## src/rtl/count_rate_scaler.sv

```systemverilog
// rtl/count_rate_scaler.sv - scales a source-domain count by NUM/DEN with saturation
//
// Purpose:
//   Converts a count measured against one clock rate into the equivalent
//   count at another rate: out_count = in_count * NUM / DEN. The product is
//   formed in one cycle, then divided by DEN with a bit-serial restoring
//   divider (one quotient bit per cycle, MSB first). Results that do not fit
//   in OUT_WIDTH bits are clipped to all ones and flagged on out_sat.
//
// Configuration macro:
//   COUNT_SCALER_ROUND_EN - when defined, floor(DEN/2) is added to the
//   product before division (round half up); otherwise the result is
//   truncated. Latency is the same in both builds.
//
// Ports:
//   clk        in   rising-edge clock
//   rst_n      in   asynchronous active-low reset
//   in_count   in   [WIDTH-1:0] count in the source clock domain
//   in_valid   in   in_count is valid
//   in_ready   out  block can accept a new count (IDLE only)
//   out_count  out  [OUT_WIDTH-1:0] scaled count
//   out_sat    out  out_count was clipped
//   out_valid  out  out_count / out_sat are valid (DONE only)
//   out_ready  in   consumer accepts the result
//
// Latency: out_valid rises on edge PW+1 after the accepting edge, where
//   PW = WIDTH + $clog2(NUM) + 1 (edge 40 for the default parameters).

module count_rate_scaler #(
  parameter int WIDTH     = 32,
  parameter int OUT_WIDTH = 32,
  parameter int NUM       = 50,
  parameter int DEN       = 27
) (
  input  logic                 clk,
  input  logic                 rst_n,
  input  logic [WIDTH-1:0]     in_count,
  input  logic                 in_valid,
  output logic                 in_ready,
  output logic [OUT_WIDTH-1:0] out_count,
  output logic                 out_sat,
  output logic                 out_valid,
  input  logic                 out_ready
);

  // Product width: wide enough for in_count*NUM plus the rounding bias.
  localparam int PW = WIDTH + $clog2(NUM) + 1;
  // Remainder is always < DEN; RW bits hold it, the shifted trial value
  // needs one more bit.
  localparam int RW = $clog2(DEN + 1);
  localparam int DW = RW + 1;
  localparam int CW = $clog2(PW + 1);
  // Quotient is extended to at least OUT_WIDTH bits so the overflow test
  // and the output slice work whether PW is larger or smaller than OUT_WIDTH.
  localparam int QW = (PW > OUT_WIDTH) ? PW : OUT_WIDTH;

`ifdef COUNT_SCALER_ROUND_EN
  localparam int BIAS = DEN / 2;
`else
  localparam int BIAS = 0;
`endif

  localparam logic [PW-1:0] NUM_P  = PW'(NUM);
  localparam logic [PW-1:0] BIAS_P = PW'(BIAS);
  localparam logic [DW-1:0] DEN_D  = DW'(DEN);
  localparam logic [CW-1:0] LAST   = CW'(PW - 1);

  typedef enum logic [1:0] {
    IDLE = 2'd0,
    MUL  = 2'd1,
    DIV  = 2'd2,
    DONE = 2'd3
  } state_t;

  state_t            state;
  logic [WIDTH-1:0]  in_hold;
  // During DIV this register shifts left: dividend bits leave at the MSB
  // while quotient bits enter at the LSB, so after PW steps it holds the
  // complete quotient.
  logic [PW-1:0]     work;
  logic [RW-1:0]     rem;
  logic [CW-1:0]     cnt;

  logic [DW-1:0]     rem_shift;
  logic              q_bit;
  logic [RW-1:0]     rem_next;
  logic [PW-1:0]     quot_next;
  logic [QW-1:0]     q_ext;
  logic              sat_next;
  logic [PW-1:0]     product;

  // One restoring-division step plus the saturation test on the quotient
  // that this step would complete.
  always_comb begin
    rem_shift = {rem, work[PW-1]};
    q_bit     = (rem_shift >= DEN_D);
    rem_next  = q_bit ? RW'(rem_shift - DEN_D) : RW'(rem_shift);
    quot_next = {work[PW-2:0], q_bit};
    q_ext     = QW'(quot_next);
    sat_next  = |(q_ext >> OUT_WIDTH);
    product   = PW'(in_hold) * NUM_P + BIAS_P;
  end

  always_ff @(posedge clk or negedge rst_n) begin
    if (!rst_n) begin
      state     <= IDLE;
      in_ready  <= 1'b0;
      out_valid <= 1'b0;
      out_count <= '0;
      out_sat   <= 1'b0;
      in_hold   <= '0;
      work      <= '0;
      rem       <= '0;
      cnt       <= '0;
    end else begin
      case (state)
        IDLE: begin
          in_ready <= 1'b1;
          if (in_valid && in_ready) begin
            in_hold  <= in_count;
            in_ready <= 1'b0;
            state    <= MUL;
          end
        end

        MUL: begin
          work  <= product;
          rem   <= '0;
          cnt   <= '0;
          state <= DIV;
        end

        DIV: begin
          work <= quot_next;
          rem  <= rem_next;
          cnt  <= cnt + CW'(1);
          if (cnt == LAST) begin
            out_valid <= 1'b1;
            out_sat   <= sat_next;
            out_count <= sat_next ? '1 : q_ext[OUT_WIDTH-1:0];
            state     <= DONE;
          end
        end

        DONE: begin
          // Result holds until the consumer takes it; in_ready stays low
          // so nothing new can be accepted while stalled.
          if (out_ready) begin
            out_valid <= 1'b0;
            in_ready  <= 1'b1;
            state     <= IDLE;
          end
        end

        default: begin
          state <= IDLE;
        end
      endcase
    end
  end

endmodule

```

## config.mk

```make
export PLATFORM = sky130hd
export DESIGN_NAME = count_rate_scaler
export DESIGN_NICKNAME = d
export VERILOG_FILES = /design/src/rtl/count_rate_scaler.sv
export SDC_FILE = /design/constraint.sdc
export NUM_CORES = 1
export LEC_CHECK = 0
export CAP_MARGIN = 10
export CORE_AREA = 2 2 152 154
export CTS_CLUSTER_SIZE = 40
export DETAILED_ROUTE_END_ITERATION = 10
export DIE_AREA = 0 0 154 156
export PLACE_DENSITY = 0.63
export SYNTH_ARGS = -nofsm -noshare
export SYNTH_HDL_FRONTEND = slang
export SYNTH_SLANG_ARGS = --single-unit
```

## constraint.sdc

```tcl
create_clock -name clk -period 3.9 [get_ports clk]
set_input_delay 1.17 -clock clk [delete_from_list [all_inputs] [get_ports clk]]
set_output_delay 1.17 -clock clk [all_outputs]
set_load 0.05 [all_outputs]
```

== Word level (Yosys, flattened, before mapping) ==
Index checks and enable logic that the tools add are counted.

* Equal/unequal tests: 7
* Add/subtract/negate cells: 2
* Magnitude comparators: 1
* Multiplexer cells: 15
* Multipliers: 1
* Reductions and logical operators: 11

{| class="wikitable"
|+ Operator list
! operator !! number
|-
| 39-bit one-hot mux with 2 select lines || 1
|-
| 32-bit by 5-bit multiplier with 37-bit output (second input constant) || 1
|-
| 32-bit two-way mux || 1
|-
| 6-bit one-hot mux with 2 select lines || 1
|-
| 5-bit one-hot mux with 2 select lines || 1
|-
| 2-bit one-hot mux with 4 select lines || 1
|-
| 7-bit OR reduction || 1
|-
| 6-bit by 1-bit adder with 6-bit output (second input constant) || 1
|-
| 6-bit == test (second input constant) || 1
|-
| 6-bit by 5-bit greater-or-equal comparator with 1-bit output (second input constant) || 1
|-
| 2-bit two-way mux || 3
|-
| 2-bit inequality test (second input constant) || 3
|-
| 2-bit AND reduction || 3
|-
| 3-bit AND reduction || 2
|-
| 2-bit nonzero test || 3
|-
| 5-bit two-way mux || 1
|-
| 5-bit subtractor (second input constant) || 1
|-
| 2-bit == test (second input constant) || 2
|-
| 1-bit two-way mux || 4
|-
| 1-bit one-hot mux with 2 select lines || 2
|-
| 2-bit by 1-bit == test with 1-bit output (second input constant) || 1
|-
| 2-bit zero test || 1
|-
| 1-bit logical AND || 1
|}

* Output and inout port bits: 35
* Input port bits: 36
* Register bits after elaboration: 119
* Logic and storage cells: 46

== Depth between registers and ports, before layout ==
Gate-level depths: netlist of the first run.

* Word-level depth: 3
* Depth in mapped cells: 14
* Depth with buffers taken out: 13

== Least setup slack after synthesis of the first run ==
No wires, ideal clock.

* Kind: register to register
* From: register in_hold[8]
* To: register work[37]
* Stages on the path, launching flop included: 15
* Period minus slack after synthesis: 3.561 ns
* Required time: 3.769 ns
* Arrival: 3.430 ns
* Buffers on the path: 1
* Setup time: 0.131 ns
* Setup slack: 0.339 ns
* Path through: dfrtp_1 -> ha_1 -> ha_1 -> inv_1 -> fa_1 -> inv_1 -> ha_1 -> buf_6 -> a2111oi_4 -> o21ai_2 -> a31oi_2 -> a21oi_2 -> o2111a_1 -> o21a_1 -> or3_1

* Cells in the longest elaborated chain, start to end: 2

{| class="wikitable"
|+ Ends and longest elaborated chain
! item !! RTL line !! source
|-
| start: declaration || 76 || <nowiki>logic [WIDTH-1:0] in_hold;</nowiki>
|-
| start signal: assignment || 120 || <nowiki>in_hold <= in_count;</nowiki>
|-
| 32-bit by 5-bit multiplier with 37-bit output || 101 || <nowiki>product = PW'(in_hold) * NUM_P + BIAS_P;</nowiki>
|-
| 39-bit one-hot mux with 2 select lines || 116 || <nowiki>case (state)</nowiki>
|-
| end signal: assignment || 127 || <nowiki>work <= product;</nowiki>
|-
| end signal: assignment || 134 || <nowiki>work <= quot_next;</nowiki>
|-
| end: declaration || 80 || <nowiki>logic [PW-1:0] work;</nowiki>
|}

No other way between the ends.
A chain may end at the register's enable or synchronous reset.

== Worst setup path in the final report of the first run ==
Ends and elaborated chain as after synthesis.

==> results of run 1 <==
layout make-up:
type / count / area [sq um]
clock buffers: 19 / 453
clock inverters: 13 / 168
fillers: 2185 / 11900
inverters: 137 / 514
multi-input cells: 671 / 5140
flip-flops and latches: 119 / 2980
well taps: 285 / 357
repair buffers: 83 / 808
final timing paths:
kind | from | end
max reg2reg | in_hold[8] | work[37]
min in group asynchronous | rst_n | out_count[5]
min | out_sat | out_sat
max | in_hold[8] | work[37]
max in group asynchronous | rst_n | in_hold[20]
min reg2reg | out_sat | out_sat
Yosys cell counts (all sizes together), types with 2 or more instances:
cell type,number
fa,27
a31oi,11
and4,2
mux2i,11
a31o,4
nor4,2
nor3,10
o211ai,10
and3,9
or3,4
nand3b,3
o21ai,50
a2111oi,2
buf,10
o31ai,4
o221ai,3
nand3,18
inv,137
and3b,3
a221oi,2
o22ai,5
a21o,17
xor2,12
a211oi,9
dfrtp,119
a211o,2
nor2b,11
a21boi,2
o2111ai,3
nand4,5
o21bai,4
clkbuf,30
nor2,107
nand2,52
a21oi,86
mux2,36
o21a,13
ha,107
nand2b,2
xnor2,10
o311ai,3
through the flow:
stage	hold slack (ps)	utilization, %
3_5_place_dp	502	43.7
5_1_grt	547	46.6
6_report	508	46.6
2_1_floorplan	487	-
3_3_place_gp	490	43.7
4_1_cts	515	46.5
state kept, by name, indices dropped and copies added, names as in the netlist:
signal / cells
state: 2
in_hold: 32
work: 39
cnt: 6
out_count: 32
out_sat: 1
out_valid: 1
rem: 5
in_ready: 1
logic make-up after synthesis:
| kind of cell | after synthesis | share of synthesized area (%) |
|---|---|---|
| muxes | 47 | 5.88 |
| DFF | 119 | 34.0 |
| AOI/OAI and AO/OA | 237 | 17.1 |
| xor gates and xnor gates | 22 | 2.20 |
| adders and majority gates | 134 | 21.4 |
| and+or+nand+nor | 231 | 11.8 |
| buffers and inverters | 177 | 7.68 |
per-layer routing:
| layer | vias to the layer above | wire length [um] | track usage, % |
|---|---|---|---|
| met5 | - | 0 | 0 |
| met4 | 0 | 175 | 4.81 |
| met3 | 11 | 599 | 2.03 |
| met2 | 115 | 7930 | 24.0 |
| met1 | 3160 | 9930 | 24.5 |
| li1 | 3447 | - | - |
timing repair:
item	4_1_cts	5_1_grt
resized for setup	0	6
hold endpoints to repair	0	0
endpoints found under the setup margin	0	5
==> metrics, run 1 <==
ys async rst share 100%; Syn Nets 1,137; Final Non-Filler Cells 1,327; Hold Buf Count CTS 0; Final period util 95.1%; worst skew pair latency 420 ps; vias in the first global route 6,448; Worst Tran Pin Value 601 ps; Slowest cell on crit path fa_1; Die Y 156 um; Distinct cells, synth 60; largest net degree at the start of global routing 56; placed cells 1,295; clk sinks 119; FMAX 0.270 GHz; R2R depth 13; Setup CP Type flop to flop; share of cells above drive strength 1 9.69%; mean cell area of the mapped netlist 9.07 sq um; Hold Crit Depth 1; area share of the largest cell type after synthesis 34.0%; YS warnings 0; status completed; Synth Instances 967; drt pass-1 iters 5; largest area contributor in the netlist dfrtp_1; count of state elements after synthesis 119; worst-path fanout max 8; total negative slack 0 ps; WP depth 13; Post-synth EDFFs 0; Nets 1,199; Synth Flop Type dfrtp_1; placed inst area 9780 sq um; postcts setup bufs 0; HPWL after detailed placement 14.0 mm; crit path buf inv count 2; CP cell instances ha_1 -> ha_1 -> inv_1 -> fa_1 -> inv_1 -> ha_2 -> a2111oi_4 -> o21ai_2 -> a31oi_4 -> a21oi_2 -> o2111a_1 -> o21a_1 -> or3_1; Max Cap Viol 0; most frequent cells in the layout inv_1 (137), dfrtp_1 (119), nor2_1 (107); final instance area 10,400 sq um; drt initial violations 340; grt total ovfl 0; commonest non-fill, non-tap cell in the layout inv_1; pre-CTS setup slack 81.1 ps; cell area after technology mapping 8770 sq um; Clock transition at path regs 60 ps; ANT nets after route 0; Placement Rows 55; Total GRT Usage 16.1%; Tmin final 3710 ps; drt drc 0; kind of cell adding the most delay to the critical path adder cells; Wirelength per Cell 14.0 um; Worst setup EP type flop; Area growth syn-to-layout 18.8%; vias per std cell 5.07; clock skew 8.52 ps; first-pass GRT wire length 31.9 mm; Final Hold Fails 0; Worst Path Required 4190 ps; initial antenna violation count 0; Post-Route WL 18.6 mm; I/O pin cnt 71; clock buffer depth 2; CTS tree built; CTS H-tree depth 4; Pins Over Slew Limit 0; Hold Crit Class flop to flop; ranking of synthesized cells by area dfrtp_1 (34%), ha_1 (15%), fa_1 (6.2%); Final GP Congestion 0.879; clk root buf clkbuf_16; ant diodes 0; Max stage delay on crit path 500 ps; Starting Density 39.2%; kind of start point of the critical path flop; final setup vio count 0; RSZ-0062 raised after global routing no; vias 6,733; relative slew slack 59.9%; port bufs 70; full die area 24,000 sq um; R2R Setup Slk 190 ps; Num CTS Buffers 17; post-synthesis sequential area ratio 34.0%; CP Data Arrival Time 4000 ps; die width 154 um; core area 22,400 sq um; fin worst setup slack 190 ps
Power of run 1 is not shown: default switching activity piles up to over one toggle a cycle in this logic, so the estimate is an artifact.
==> run 2, diff against run 1 <==
--- a/config.mk
+++ b/config.mk
@@ -10,7 +10,9 @@
 export CTS_CLUSTER_SIZE = 40
 export DETAILED_ROUTE_END_ITERATION = 10
 export DIE_AREA = 0 0 154 156
+export GPL_TIMING_DRIVEN = 0
 export PLACE_DENSITY = 0.63
+export SETUP_SLACK_MARGIN = 0.05
 export SYNTH_ARGS = -nofsm -noshare
 export SYNTH_HDL_FRONTEND = slang
 export SYNTH_SLANG_ARGS = --single-unit
==> run 2 against run 1 <==
Critical path depth is 1 higher. First-iteration DRC count is 6.8% lower. Register-to-register slack worse by 40 ps. Via count is 1.9% higher. Clock skew is 3.3 ps higher. Routed wire length is 5.8% higher. Count of clock-buffer cells in the layout stayed put. Sequential share of layout area is 0.61 points lower. Non-clock buffer count is 31 higher. Largest cell class unchanged. Highest routed layer unchanged.
==> metrics, run 2 (same netlist as run 1, synthesis figures left out) <==
share of cells above drive strength 1 9.79% (was 9.69%); drt pass-1 iters 5 (unchanged); Starting Density 39.2% (unchanged); Die Y 156 um (unchanged); Top Usage Layer GRT met2 (was met1); Critical Path Most Common Cell ha_1; Hold Crit Class flop to flop (unchanged); I/O pin cnt 71 (unchanged); met3 GRT Util 2.78% (was 2.03%); clk sinks 119 (unchanged); first-pass GRT wire length 33.5 mm (was 31.9 mm); full die area 24,000 sq um (unchanged); Worst setup EP type flop (unchanged); drt initial violations 317 (was 340); Max stage delay on crit path 500 ps (about the same); Tmin final 3750 ps (was 3710 ps); largest net degree at the start of global routing 89 (was 56); CP Data Arrival Time 4060 ps (was 4000 ps); fin worst setup slack 148 ps (was 190 ps); worst-path fanout max 6 (was 8); worst skew pair latency 420 ps (about the same); Num CTS Buffers 17 (unchanged); vias in the first global route 6,740 (was 6,448); placed cells 1,323 (was 1,295); relative slew slack 52.9% (was 59.9%); CTS H-tree depth 4 (unchanged); vias per std cell 5.05 (was 5.07); Area growth syn-to-layout 21.5% (was 18.8%); Setup CP Type flop to flop (unchanged); hold path startpoint out_valid (was out_sat); max reg flops 39 (unchanged); Post-Route WL 19.7 mm (was 18.6 mm); core area 22,400 sq um (unchanged); ANT nets after route 0 (unchanged); Final Non-Filler Cells 1,358 (was 1,327); Final Hold Fails 0 (unchanged); Slowest cell on crit path fa_1 (unchanged); CTS tree built (unchanged); CP cell instances buf_4 -> ha_1 -> ha_1 -> inv_1 -> fa_1 -> inv_1 -> ha_1 -> a21o_1 -> a31o_2 -> a31oi_1 -> a21oi_2 -> or3_1 -> a31o_2 -> o21a_1 (was ha_1 -> ha_1 -> inv_1 -> fa_1 -> inv_1 -> ha_2 -> a2111oi_4 -> o21ai_2 -> a31oi_4 -> a21oi_2 -> o2111a_1 -> o21a_1 -> or3_1); die width 154 um (unchanged); met2 Track Usage GR 27.3% (was 24.0%); Hold Buf Count CTS 0 (unchanged); Max Cap Viol 0 (unchanged); RSZ-0062 raised after global routing yes (was no); clock skew 11.8 ps (was 8.52 ps); Wirelength per Cell 14.5 um (was 14.0 um); clock buffer depth 2 (unchanged); initial antenna violation count 0 (unchanged); most frequent cells in the layout inv_1 (137), dfrtp_1 (117), nor2_1 (107), ha_1 (107), a21oi_1 (80) (was inv_1 (137), dfrtp_1 (119), nor2_1 (107)); Worst Tran Pin Value 706 ps (was 601 ps); Final period util 96.2% (was 95.1%); Clock transition at path regs 60 ps (about the same); GRT met1 Usage 23.8% (was 24.5%); Nets 1,230 (was 1,199); Top reg by flops work (unchanged); Util after Layout 47.6% (was 46.6%); kind of start point of the critical path flop (unchanged); Placement Rows 55 (unchanged); vias 6,863 (was 6,733); commonest non-fill, non-tap cell in the layout inv_1 (unchanged); fillcell total 2,115 (was 2,185); Final GP Congestion 0.883 (was 0.879); ant diodes 0 (unchanged); HPWL after detailed placement 15.2 mm (was 14.0 mm); FMAX 0.267 GHz (was 0.270 GHz); grt total ovfl 0 (unchanged); Worst Path Required 4210 ps (was 4190 ps); total negative slack 0 ps (unchanged); final setup vio count 0 (unchanged); Total GRT Usage 17.0% (was 16.1%); pre-CTS setup slack 61.1 ps (was 81.1 ps); status completed (unchanged); CP Launch Point in_hold[8] (unchanged); drt drc 0 (unchanged); clk root buf clkbuf_16 (unchanged); FF-to-FF Start in_hold[8] (unchanged); R2R Setup Slk 150 ps (was 190 ps); port bufs 70 (unchanged); Pins Over Slew Limit 0 (unchanged); top flop regs work x39, in_hold x32, out_count x32 (unchanged)
==> run 2: cell count changes in the layout (fill, tap and decap cells not counted), sizes merged <==
cell | previous run | this run
clkbuf | 19 | 45
buf | 14 | 19
bufinv | 3 | 6
clkinvlp | 2 | 0
inv | 141 | 140
==> run 2: final timing paths <==
kind | end | cells after the start
min in group asynchronous | out_count[5] | 1
worst min register to register | out_valid | 2
max in group asynchronous | in_hold[30] | 2
worst min-delay path | out_valid | 2
worst max-delay path | work[28] | 14
worst max register to register | work[28] | 14
==> run 2: repair_timing <==
action	in CTS	in global routing
gates resized for setup	3	18
buffers inserted	0	7
pin swaps	0	10
setup endpoints to repair	2	10
hold endpoints to repair	0	0
==> run 2: cell type report <==
type | count | area (sq um) | share of cell area [%]
multi-input combinational | 671 | 5190 | 48.7
sequential | 119 | 2980 | 28.0
timing repair buffer | 78 | 782 | 7.34
inverter | 137 | 514 | 4.83
clock buffer | 19 | 443 | 4.16
tap | 285 | 357 | 3.35
clock inverter | 13 | 241 | 2.27
buffer | 36 | 144 | 1.35
==> run 2: metrics by stage <==
stage,hold WS (ps),instance area (sq um)
2_1_floorplan,487,8770
3_3_place_gp,492,9830
3_5_place_dp,492,9860
4_1_cts,511,10600
5_1_grt,549,10700
6_report,504,10700
==> run 2: layer usage <==
| layer | routed length, um | part of all wire, % | up-vias |
|---|---|---|---|
| met2 | 8940 | 45 | 123 |
| li1 | - | - | 3504 |
| met1 | 9890 | 50 | 3222 |
| met4 | 210 | 1.1 | 0 |
| met5 | 0 | 0 | - |
| met3 | 663 | 3.4 | 14 |
==> run 2: worst max-delay path: cells and delay by family, from the launching register on <==
kind                       cells  cell delay (ps)
and+or+nand+nor                1              370
DFF                            1              400
buffers and inverters          3              240
adders and majority gates      4             1420
AOI/OAI and AO/OA              6             1220
Power of run 2 is left out for the same reason.
==> run 3, diff against run 2 <==
--- a/config.mk
+++ b/config.mk
@@ -11,7 +11,6 @@
 export DETAILED_ROUTE_END_ITERATION = 10
 export DIE_AREA = 0 0 154 156
 export GPL_TIMING_DRIVEN = 0
-export PLACE_DENSITY = 0.63
 export SETUP_SLACK_MARGIN = 0.05
 export SYNTH_ARGS = -nofsm -noshare
 export SYNTH_HDL_FRONTEND = slang
==> run 3 against run 2 <==
Register-to-register slack improved by 80 ps. Die area unchanged. Global-route usage increased by 0.46 points. Final cell count decreased by 0.22%. Clock skew decreased by 1.2 ps. Utilization decreased by 0.37 points. Critical path type unchanged. First-iteration DRC count decreased by 7.6%. Non-clock buffer count decreased by 3.
==> metrics, run 3 (same netlist as run 1, synthesis figures left out) <==
CTS tree built (unchanged); Starting Density 39.2% (unchanged); fillcell total 2,144 (was 2,115); Worst Path Required 4200 ps (was 4210 ps); ANT nets after route 0 (unchanged); Setup CP Type flop to flop (unchanged); top flop regs work x39, in_hold x32, out_count x32 (unchanged); core area 22,400 sq um (unchanged); relative slew slack 53.8% (was 52.9%); Wirelength per Cell 14.7 um (was 14.5 um); clock skew 10.6 ps (was 11.8 ps); ant diodes 0 (unchanged); vias in the first global route 6,837 (was 6,740); Num CTS Buffers 17 (unchanged); port bufs 70 (unchanged); total negative slack 0 ps (unchanged); drt drc 0 (unchanged); CTS H-tree depth 4 (unchanged); Pins Over Slew Limit 0 (unchanged); Worst Tran Pin Value 693 ps (was 706 ps); full die area 24,000 sq um (unchanged); Clock transition at path regs 60 ps (about the same); Tmin final 3670 ps (was 3750 ps); register area 2980 sq um (about the same); CP Data Arrival Time 3970 ps (was 4060 ps); vias per std cell 5.13 (was 5.05); Hold Buf Count CTS 0 (unchanged); Area growth syn-to-layout 20.6% (was 21.5%); clk sinks 119 (unchanged); Die Y 156 um (unchanged); max reg flops 39 (unchanged); Worst setup EP type flop (unchanged); first-pass GRT wire length 34.1 mm (was 33.5 mm); Final Hold Fails 0 (unchanged); final setup vio count 0 (unchanged); worst-path fanout max 8 (was 6); I/O pin cnt 71 (unchanged); clock buffer depth 2 (unchanged); status completed (unchanged); Final period util 94.0% (was 96.2%); vias 6,956 (was 6,863); largest net degree at the start of global routing 92 (was 89); Total GRT Usage 17.5% (was 17.0%); drt pass-1 iters 4 (was 5); FMAX 0.273 GHz (was 0.267 GHz); Nets 1,227 (was 1,230); RSZ-0062 raised after global routing no (was yes); die width 154 um (unchanged); Top reg by flops work (unchanged); footprint of the multi-input gates 5230 sq um (was 5190 sq um); most frequent cells in the layout inv_1 (137), dfrtp_1 (118), nor2_1 (107) (was inv_1 (137), dfrtp_1 (117), nor2_1 (107), ha_1 (107), a21oi_1 (80)); grt total ovfl 0 (unchanged); Max Cap Viol 0 (unchanged); Post-Route WL 20.0 mm (was 19.7 mm); kind of start point of the critical path flop (unchanged); Placement Rows 55 (unchanged); Final GP Congestion 0.867 (was 0.883); share of cells above drive strength 1 9.81% (was 9.79%); drt initial violations 293 (was 317); initial antenna violation count 0 (unchanged); commonest non-fill, non-tap cell in the layout inv_1 (unchanged); clk root buf clkbuf_16 (unchanged); HPWL after detailed placement 15.4 mm (was 15.2 mm); worst skew pair latency 420 ps (about the same); Hold Crit Class flop to flop (unchanged); Util after Layout 47.3% (was 47.6%)
[run 3: routing by layer]
layer	routed length (um)	track usage [%]	part of all wire, %
met1	10100	24.9	51
met2	9050	27.2	45
met3	597	2.81	3.0
met4	242	5.74	1.2
met5	0	0	0
[run 3: area by class of cell]
class                      instances  share of cell area [%]
buffer                            36                    1.36
inverter                         137                    4.86
clock inverter                    15                    1.59
multi-input combinational        671                    49.4
timing repair buffer              75                    7.18
clock buffer                      17                    4.02
tap                              285                    3.37
sequential                       119                    28.2
[run 3: worst paths after layout]
check                                start     endpoint  slack, ps  depth (start not counted)
worst max-delay path            in_hold[8]     work[37]        230                         14
worst min-delay path             out_valid    out_valid        500                          2
worst max register to register  in_hold[8]     work[37]        230                         14
worst min register to register   out_valid    out_valid        500                          2
max in group asynchronous            rst_n      work[5]       2550                          2
min in group asynchronous            rst_n  in_hold[26]        610                          1
[run 3: stage by stage]
step	worst slack (ps)	cell area, sq um	hold WS [ps]	std cells
floorplan	339	8770	487	967
detailed placement	68.4	9860	492	1323
global placement	-3250	9830	490	1322
global route	56.9	10600	535	1355
finish	233	10600	503	1355
CTS	52.1	10400	511	1355
[run 3: timing repair]
item	CTS	global route
buffers inserted	0	4
gates resized for setup	0	25
endpoints found under the setup margin	0	11
[run 3: worst max-delay path, stage by stage, from the launching register on]
cell	delay [ps]
dfrtp_2	440
ha_4	240
ha_1	260
inv_1	50
fa_1	500
inv_1	40
ha_1	290
buf_6	140
a2111oi_4	300
o21ai_2	150
a31oi_4	240
a21oi_4	110
o2111a_1	270
o21a_1	170
or3_1	330
Power of run 3 is left out for the same reason.
